## src/rtl/ex_stage.sv

```systemverilog
// ex_stage: execute stage of the 8-bit pipelined core.
// Forwarded operands, single-cycle ALU, iterative shift-add multiply, EX/MEM register.
module ex_stage #(
  parameter int DATA_W     = 8,
  parameter int REG_W      = 5,
  parameter int MUL_CYCLES = DATA_W
) (
  input  logic              clk,
  input  logic              rst_n,
  input  logic              in_valid,
  input  logic [DATA_W-1:0] in_rs_data,
  input  logic [DATA_W-1:0] in_rt_data,
  input  logic [DATA_W-1:0] in_imm,
  input  logic              in_alu_src,
  input  logic [3:0]        in_alu_op,
  input  logic [REG_W-1:0]  in_rd,
  input  logic              in_reg_write,
  input  logic              in_mem_read,
  input  logic              in_mem_write,
  input  logic [1:0]        forward_a,
  input  logic [1:0]        forward_b,
  input  logic [DATA_W-1:0] mem_fwd_data,
  input  logic [DATA_W-1:0] wb_fwd_data,
  input  logic              mem_stall,
  input  logic              flush,
  output logic              ex_busy,
  output logic              ex_mem_valid,
  output logic              ex_mem_reg_write,
  output logic              ex_mem_mem_read,
  output logic              ex_mem_mem_write,
  output logic [DATA_W-1:0] ex_mem_result,
  output logic [DATA_W-1:0] ex_mem_store_data,
  output logic [REG_W-1:0]  ex_mem_rd,
  output logic              ex_mem_zero,
  output logic              ex_mem_carry
);

  localparam int CNT_W = (MUL_CYCLES > 1) ? $clog2(MUL_CYCLES) : 1;
  localparam logic [CNT_W-1:0] CNT_LAST = CNT_W'(MUL_CYCLES - 1);

  localparam logic [3:0] OP_ADD   = 4'd0;
  localparam logic [3:0] OP_SUB   = 4'd1;
  localparam logic [3:0] OP_AND   = 4'd2;
  localparam logic [3:0] OP_OR    = 4'd3;
  localparam logic [3:0] OP_XOR   = 4'd4;
  localparam logic [3:0] OP_SLT   = 4'd5;
  localparam logic [3:0] OP_SHL   = 4'd6;
  localparam logic [3:0] OP_SHR   = 4'd7;
  localparam logic [3:0] OP_MUL   = 4'd8;
  localparam logic [3:0] OP_PASSB = 4'd9;

  typedef enum logic {
    IDLE,
    RUN
  } state_t;

  state_t            state;
  logic [CNT_W-1:0]  cnt;
  logic [DATA_W-1:0] mcand;
  logic [DATA_W-1:0] mplier;
  logic [DATA_W-1:0] acc;
  logic [REG_W-1:0]  mul_rd;
  logic              mul_rw;
  logic              mul_mr;
  logic              mul_mw;

  logic [DATA_W-1:0] op_a;
  logic [DATA_W-1:0] rt_fwd;
  logic [DATA_W-1:0] op_b;
  logic [DATA_W-1:0] alu_res;
  logic [DATA_W-1:0] acc_next;
  logic              alu_carry;
  logic              is_mul;
  logic              last;

  function automatic logic [DATA_W-1:0] fwd(
    input logic [1:0]        sel,
    input logic [DATA_W-1:0] id_val,
    input logic [DATA_W-1:0] mem_val,
    input logic [DATA_W-1:0] wb_val
  );
    case (sel)
      2'b10:   return mem_val;
      2'b01:   return wb_val;
      default: return id_val;
    endcase
  endfunction

  assign op_a   = fwd(forward_a, in_rs_data, mem_fwd_data, wb_fwd_data);
  assign rt_fwd = fwd(forward_b, in_rt_data, mem_fwd_data, wb_fwd_data);
  assign op_b   = in_alu_src ? in_imm : rt_fwd;
  assign is_mul = (in_alu_op == OP_MUL);

  always_comb begin
    alu_res   = '0;
    alu_carry = 1'b0;
    case (in_alu_op)
      OP_ADD: {alu_carry, alu_res} = {1'b0, op_a} + {1'b0, op_b};
      OP_SUB: begin
        alu_res   = op_a - op_b;
        alu_carry = (op_a < op_b);
      end
      OP_AND:   alu_res = op_a & op_b;
      OP_OR:    alu_res = op_a | op_b;
      OP_XOR:   alu_res = op_a ^ op_b;
      OP_SLT:   alu_res = DATA_W'($signed(op_a) < $signed(op_b));
      OP_SHL:   alu_res = op_a << op_b[2:0];
      OP_SHR:   alu_res = op_a >> op_b[2:0];
      OP_PASSB: alu_res = op_b;
      default:  alu_res = '0;
    endcase
  end

  assign acc_next = mplier[0] ? (acc + mcand) : acc;
  assign last     = (state == RUN) && (cnt == CNT_LAST);

  // A stalled or unflushed MUL in IDLE still has to hold ID/EX.
  always_comb begin
    ex_busy = 1'b0;
    if (rst_n) begin
      if (state == RUN)
        ex_busy = !(last && !mem_stall);
      else
        ex_busy = in_valid && is_mul && (mem_stall || !flush);
    end
  end

  always_ff @(posedge clk or negedge rst_n) begin
    if (!rst_n) begin
      state             <= IDLE;
      cnt               <= '0;
      mcand             <= '0;
      mplier            <= '0;
      acc               <= '0;
      mul_rd            <= '0;
      mul_rw            <= 1'b0;
      mul_mr            <= 1'b0;
      mul_mw            <= 1'b0;
      ex_mem_valid      <= 1'b0;
      ex_mem_reg_write  <= 1'b0;
      ex_mem_mem_read   <= 1'b0;
      ex_mem_mem_write  <= 1'b0;
      ex_mem_result     <= '0;
      ex_mem_store_data <= '0;
      ex_mem_rd         <= '0;
      ex_mem_zero       <= 1'b0;
      ex_mem_carry      <= 1'b0;
    end else if (!mem_stall) begin
      ex_mem_valid     <= 1'b0;
      ex_mem_reg_write <= 1'b0;
      ex_mem_mem_read  <= 1'b0;
      ex_mem_mem_write <= 1'b0;
      if (flush) begin
        state <= IDLE;
        cnt   <= '0;
      end else if (state == RUN) begin
        acc    <= acc_next;
        mcand  <= mcand << 1;
        mplier <= mplier >> 1;
        cnt    <= cnt + 1'b1;
        if (last) begin
          state            <= IDLE;
          ex_mem_valid     <= 1'b1;
          ex_mem_reg_write <= mul_rw;
          ex_mem_mem_read  <= mul_mr;
          ex_mem_mem_write <= mul_mw;
          ex_mem_rd        <= mul_rd;
          ex_mem_result    <= acc_next;
          ex_mem_zero      <= (acc_next == '0);
          ex_mem_carry     <= 1'b0;
        end
      end else if (in_valid && is_mul) begin
        state  <= RUN;
        cnt    <= '0;
        acc    <= '0;
        mcand  <= op_a;
        mplier <= op_b;
        mul_rd <= in_rd;
        mul_rw <= in_reg_write;
        mul_mr <= in_mem_read;
        mul_mw <= in_mem_write;
      end else if (in_valid) begin
        ex_mem_valid      <= 1'b1;
        ex_mem_reg_write  <= in_reg_write;
        ex_mem_mem_read   <= in_mem_read;
        ex_mem_mem_write  <= in_mem_write;
        ex_mem_rd         <= in_rd;
        ex_mem_result     <= alu_res;
        ex_mem_store_data <= rt_fwd;
        ex_mem_zero       <= (alu_res == '0);
        ex_mem_carry      <= alu_carry;
      end
    end
  end

endmodule

```

## config.mk

```make
export PLATFORM = sky130hd
export DESIGN_NAME = ex_stage
export DESIGN_NICKNAME = d
export VERILOG_FILES = /design/src/rtl/ex_stage.sv
export SDC_FILE = /design/constraint.sdc
export NUM_CORES = 1
export LEC_CHECK = 0
export ABC_AREA = 1
export CAP_MARGIN = 5
export CORE_MARGIN = 4
export CORE_UTILIZATION = 59
export DETAILED_ROUTE_END_ITERATION = 16
export PLACE_DENSITY = 0.84
export SYNTH_ARGS = -nofsm -noshare
export SYNTH_HDL_FRONTEND = slang
export SYNTH_SLANG_ARGS = --single-unit
```

## constraint.sdc

```tcl
create_clock -name clk -period 6.6 [get_ports clk]
set_input_delay 1.32 -clock clk [delete_from_list [all_inputs] [get_ports clk]]
set_output_delay 1.32 -clock clk [all_outputs]
set_load 0.005 [all_outputs]
```

==> impl_metrics.json <==
{
  "synth-main-ff-cell": "dfrtp_1",
  "cts_tree": "done",
  "ys_seq_area_frac": 0.288,
  "yosys_warnings": 0,
  "outcome": "finished clean",
  "hold_viol_final": 0,
  "cts_max_level": 3,
  "syn_area_per_cell_sq_um": 6.63,
  "grt_max_degree": 64,
  "wire_per_inst_um": 18.3,
  "synth_commonest_cells": "nand2_1, nand3_1, nor2_1",
  "cts_max_path_buffers": 2,
  "worstPathArrival_ns": 3.56,
  "die_w_um": 104,
  "dp_cells": 996,
  "syn-num-nets": 930,
  "cts.clk_slew.worst_paths_ns": 0.09,
  "relSlewSlack": 0.401,
  "rows": 34,
  "timing.fmax_mhz": 205,
  "setup_viol": 0,
  "fin_cells": 1012,
  "power_density_mw_per_mm2": 233,
  "yosysUniqueCellTypes": 45,
  "fin_skew_ns": 0.0147,
  "diodes": 0,
  "antenna_found_initial": 0,
  "gp_congestion": 1.06,
  "ios": 90,
  "synth_cells": 827,
  "dr.pass1.iters": 7,
  "die_y_um": 104,
  "crit_path_end_kind": "primary output",
  "cts_resized": 0,
  "critPathMaxFanout": 5,
  "fin_setup_tns_ns": 0,
  "synth_area_sq_mm": 0.00548,
  "dp_hpwl_um": 14300,
  "grt_pass1_vias": 5896,
  "tightestPinTransition_ns": 0.898,
  "wirelength_um": 18500,
  "leakagePower_nw": 3.24,
  "syn_to_final_growth_pct": 19.7,
  "hold_path_class": "flop to flop",
  "grt_pass1_wl_um": 29400,
  "fin_crit_ns": 4.88,
  "synth.most_common_cell": "nand2_1",
  "grt-ovfl-total": 0,
  "rsz0062_at_grt": "no",
  "vias": 6261,
  "io_buffers": 89,
  "ir_drop_v": 0.000151,
  "cts_buffers": 9,
  "grtUsageTotal": 0.334,
  "cts_root_buf": "clkbuf_8",
  "drive_above_1_share": 0.0664,
  "ctsHoldBuffers": 0,
  "min_period_over_period": 0.739,
  "synth_edf_count": 0,
  "post-route-drc-count": 0,
  "slew_violations": 0,
  "avgViaCountPerCell": 6.19,
  "clk_latency_ns": 0.34,
  "core_area_sq_mm": 0.00889,
  "ys_seq_elements": 63,
  "drv_cap": 0,
  "initial_core_util": 0.616,
  "worstPathRequired_ns": 5.28,
  "whs_ns": 0.497,
  "dieArea_sq_mm": 0.0109,
  "worstSetupPathType": "input port to primary output",
  "ys_top_cells_by_area": "dfrtp_1, nand2_1, ha_1, nand3_1, nor2_1",
  "drt_iter0_drc": 723,
  "synthArstFlopShare": 1.00,
  "cts_setup_buffers": 0,
  "worstSetupStartpointType": "input port",
  "ant_nets": 0,
  "yosysTopAreaCellShare": 0.288,
  "cts_sinks": 63,
  "fin_nets": 1002,
  "yosys.area.top_type": "dfrtp_1"
}
layer usage:
layer	up-vias	wire length, um	GRT usage
li1	2867	-	-
met1	2882	7090	0.439
met2	445	8720	0.550
met3	67	2060	0.0633
met4	0	641	0.116
met5	-	0	0
layout by cell type (no fill, tap or decap), types with 2 or more instances in the layout:
| cell type | synthesis | routed |
|---|---|---|
| or2_1 | 5 | 5 |
| dfrtp_1 | 63 | 63 |
| ha_1 | 38 | 38 |
| nand4_1 | 8 | 8 |
| a31oi_1 | 13 | 13 |
| buf_4 | 1 | 2 |
| or2_2 | 10 | 10 |
| nor3_1 | 6 | 6 |
| inv_2 | 4 | 4 |
| clkbuf_8 | 0 | 9 |
| nor2_1 | 83 | 83 |
| nand3_1 | 90 | 90 |
| o21ai_1 | 12 | 12 |
| fa_1 | 3 | 3 |
| inv_6 | 0 | 2 |
| clkinv_1 | 2 | 2 |
| nand3b_1 | 2 | 2 |
| inv_1 | 74 | 74 |
| nand2_1 | 245 | 245 |
| o21ai_0 | 50 | 50 |
| nand2_4 | 2 | 2 |
| nand3_2 | 9 | 9 |
| a21oi_2 | 2 | 2 |
| clkinvlp_4 | 0 | 3 |
| xor2_1 | 2 | 2 |
| clkdlybuf4s50_1 | 0 | 88 |
| o211ai_1 | 10 | 10 |
| mux2_2 | 5 | 5 |
| o22ai_1 | 7 | 7 |
| o21a_1 | 2 | 2 |
| a21oi_1 | 31 | 31 |
| nand2_2 | 5 | 5 |
where the power goes:
part	switching, W	internal [W]	total [W]	leakage (nW)
logic	0.000378	0.000265	0.000644	2.34
registers	0.0000671	0.000467	0.000535	0.803
clock network	0.000174	0.000178	0.000352	0.0925
kinds of logic (layout without fill, tap and decap cells):
kind of cell,Yosys count,after routing,share of synthesized area
flops,63,63,0.288
xor+xnor,3,3,0.00480
mux,5,5,0.0103
fa+ha+maj,41,41,0.0977
buf+inv,110,187,0.0842
simple gates,470,470,0.374
compound gates,135,135,0.141
stage by stage:
stage	instance area, sq um	worst slack (ns)	power (W)	util
floorplan	5480	2.71	0.000913	-
global placement	6350	1.69	0.00114	0.715
detailed placement	6350	1.65	0.00116	0.715
CTS	6560	1.74	0.00151	0.738
global route	6560	1.46	0.00162	0.738
finish	6560	1.72	0.00153	0.738
state kept, by name (all words and copies together) (netlist names), 3 cells and up:
name / flops
cnt: 3
mplier: 8
ex_mem_rd: 5
ex_mem_store_data: 8
mcand: 8
acc: 8
mul_rd: 5
ex_mem_result: 8
path summary, 6_finish.rpt:
kind | from | endpoint | slack, ns | cells past startpoint
max reg2reg | state | acc[1] | 3.61 | 5
max in group asynchronous | rst_n | acc[4] | 4.89 | 2
min | cnt[0] | cnt[0] | 0.50 | 1
min in group asynchronous | rst_n | cnt[1] | 1.19 | 2
min reg2reg | cnt[0] | cnt[0] | 0.50 | 1
max | in_alu_op[0] | ex_busy | 1.72 | 7
critical path, stage by stage:
cell,delay (ns)
clkdlybuf4s50_1,0.45
nor2_1,0.20
inv_1,0.08
nor3_1,0.41
a21oi_1,0.24
a211oi_1,0.29
clkdlybuf4s50_1,0.56
area by class of cell:
cell class / count / area (sq um)
Fill cell: 700 / 2330
Inverter: 80 / 300
Sequential cell: 63 / 1580
Tap cell: 108 / 135
Clock inverter: 7 / 78.8
Multi-Input combinational cell: 654 / 3440
Clock buffer: 9 / 124
Timing Repair Buffer: 91 / 901
Power figures use the tool's default switching activity.
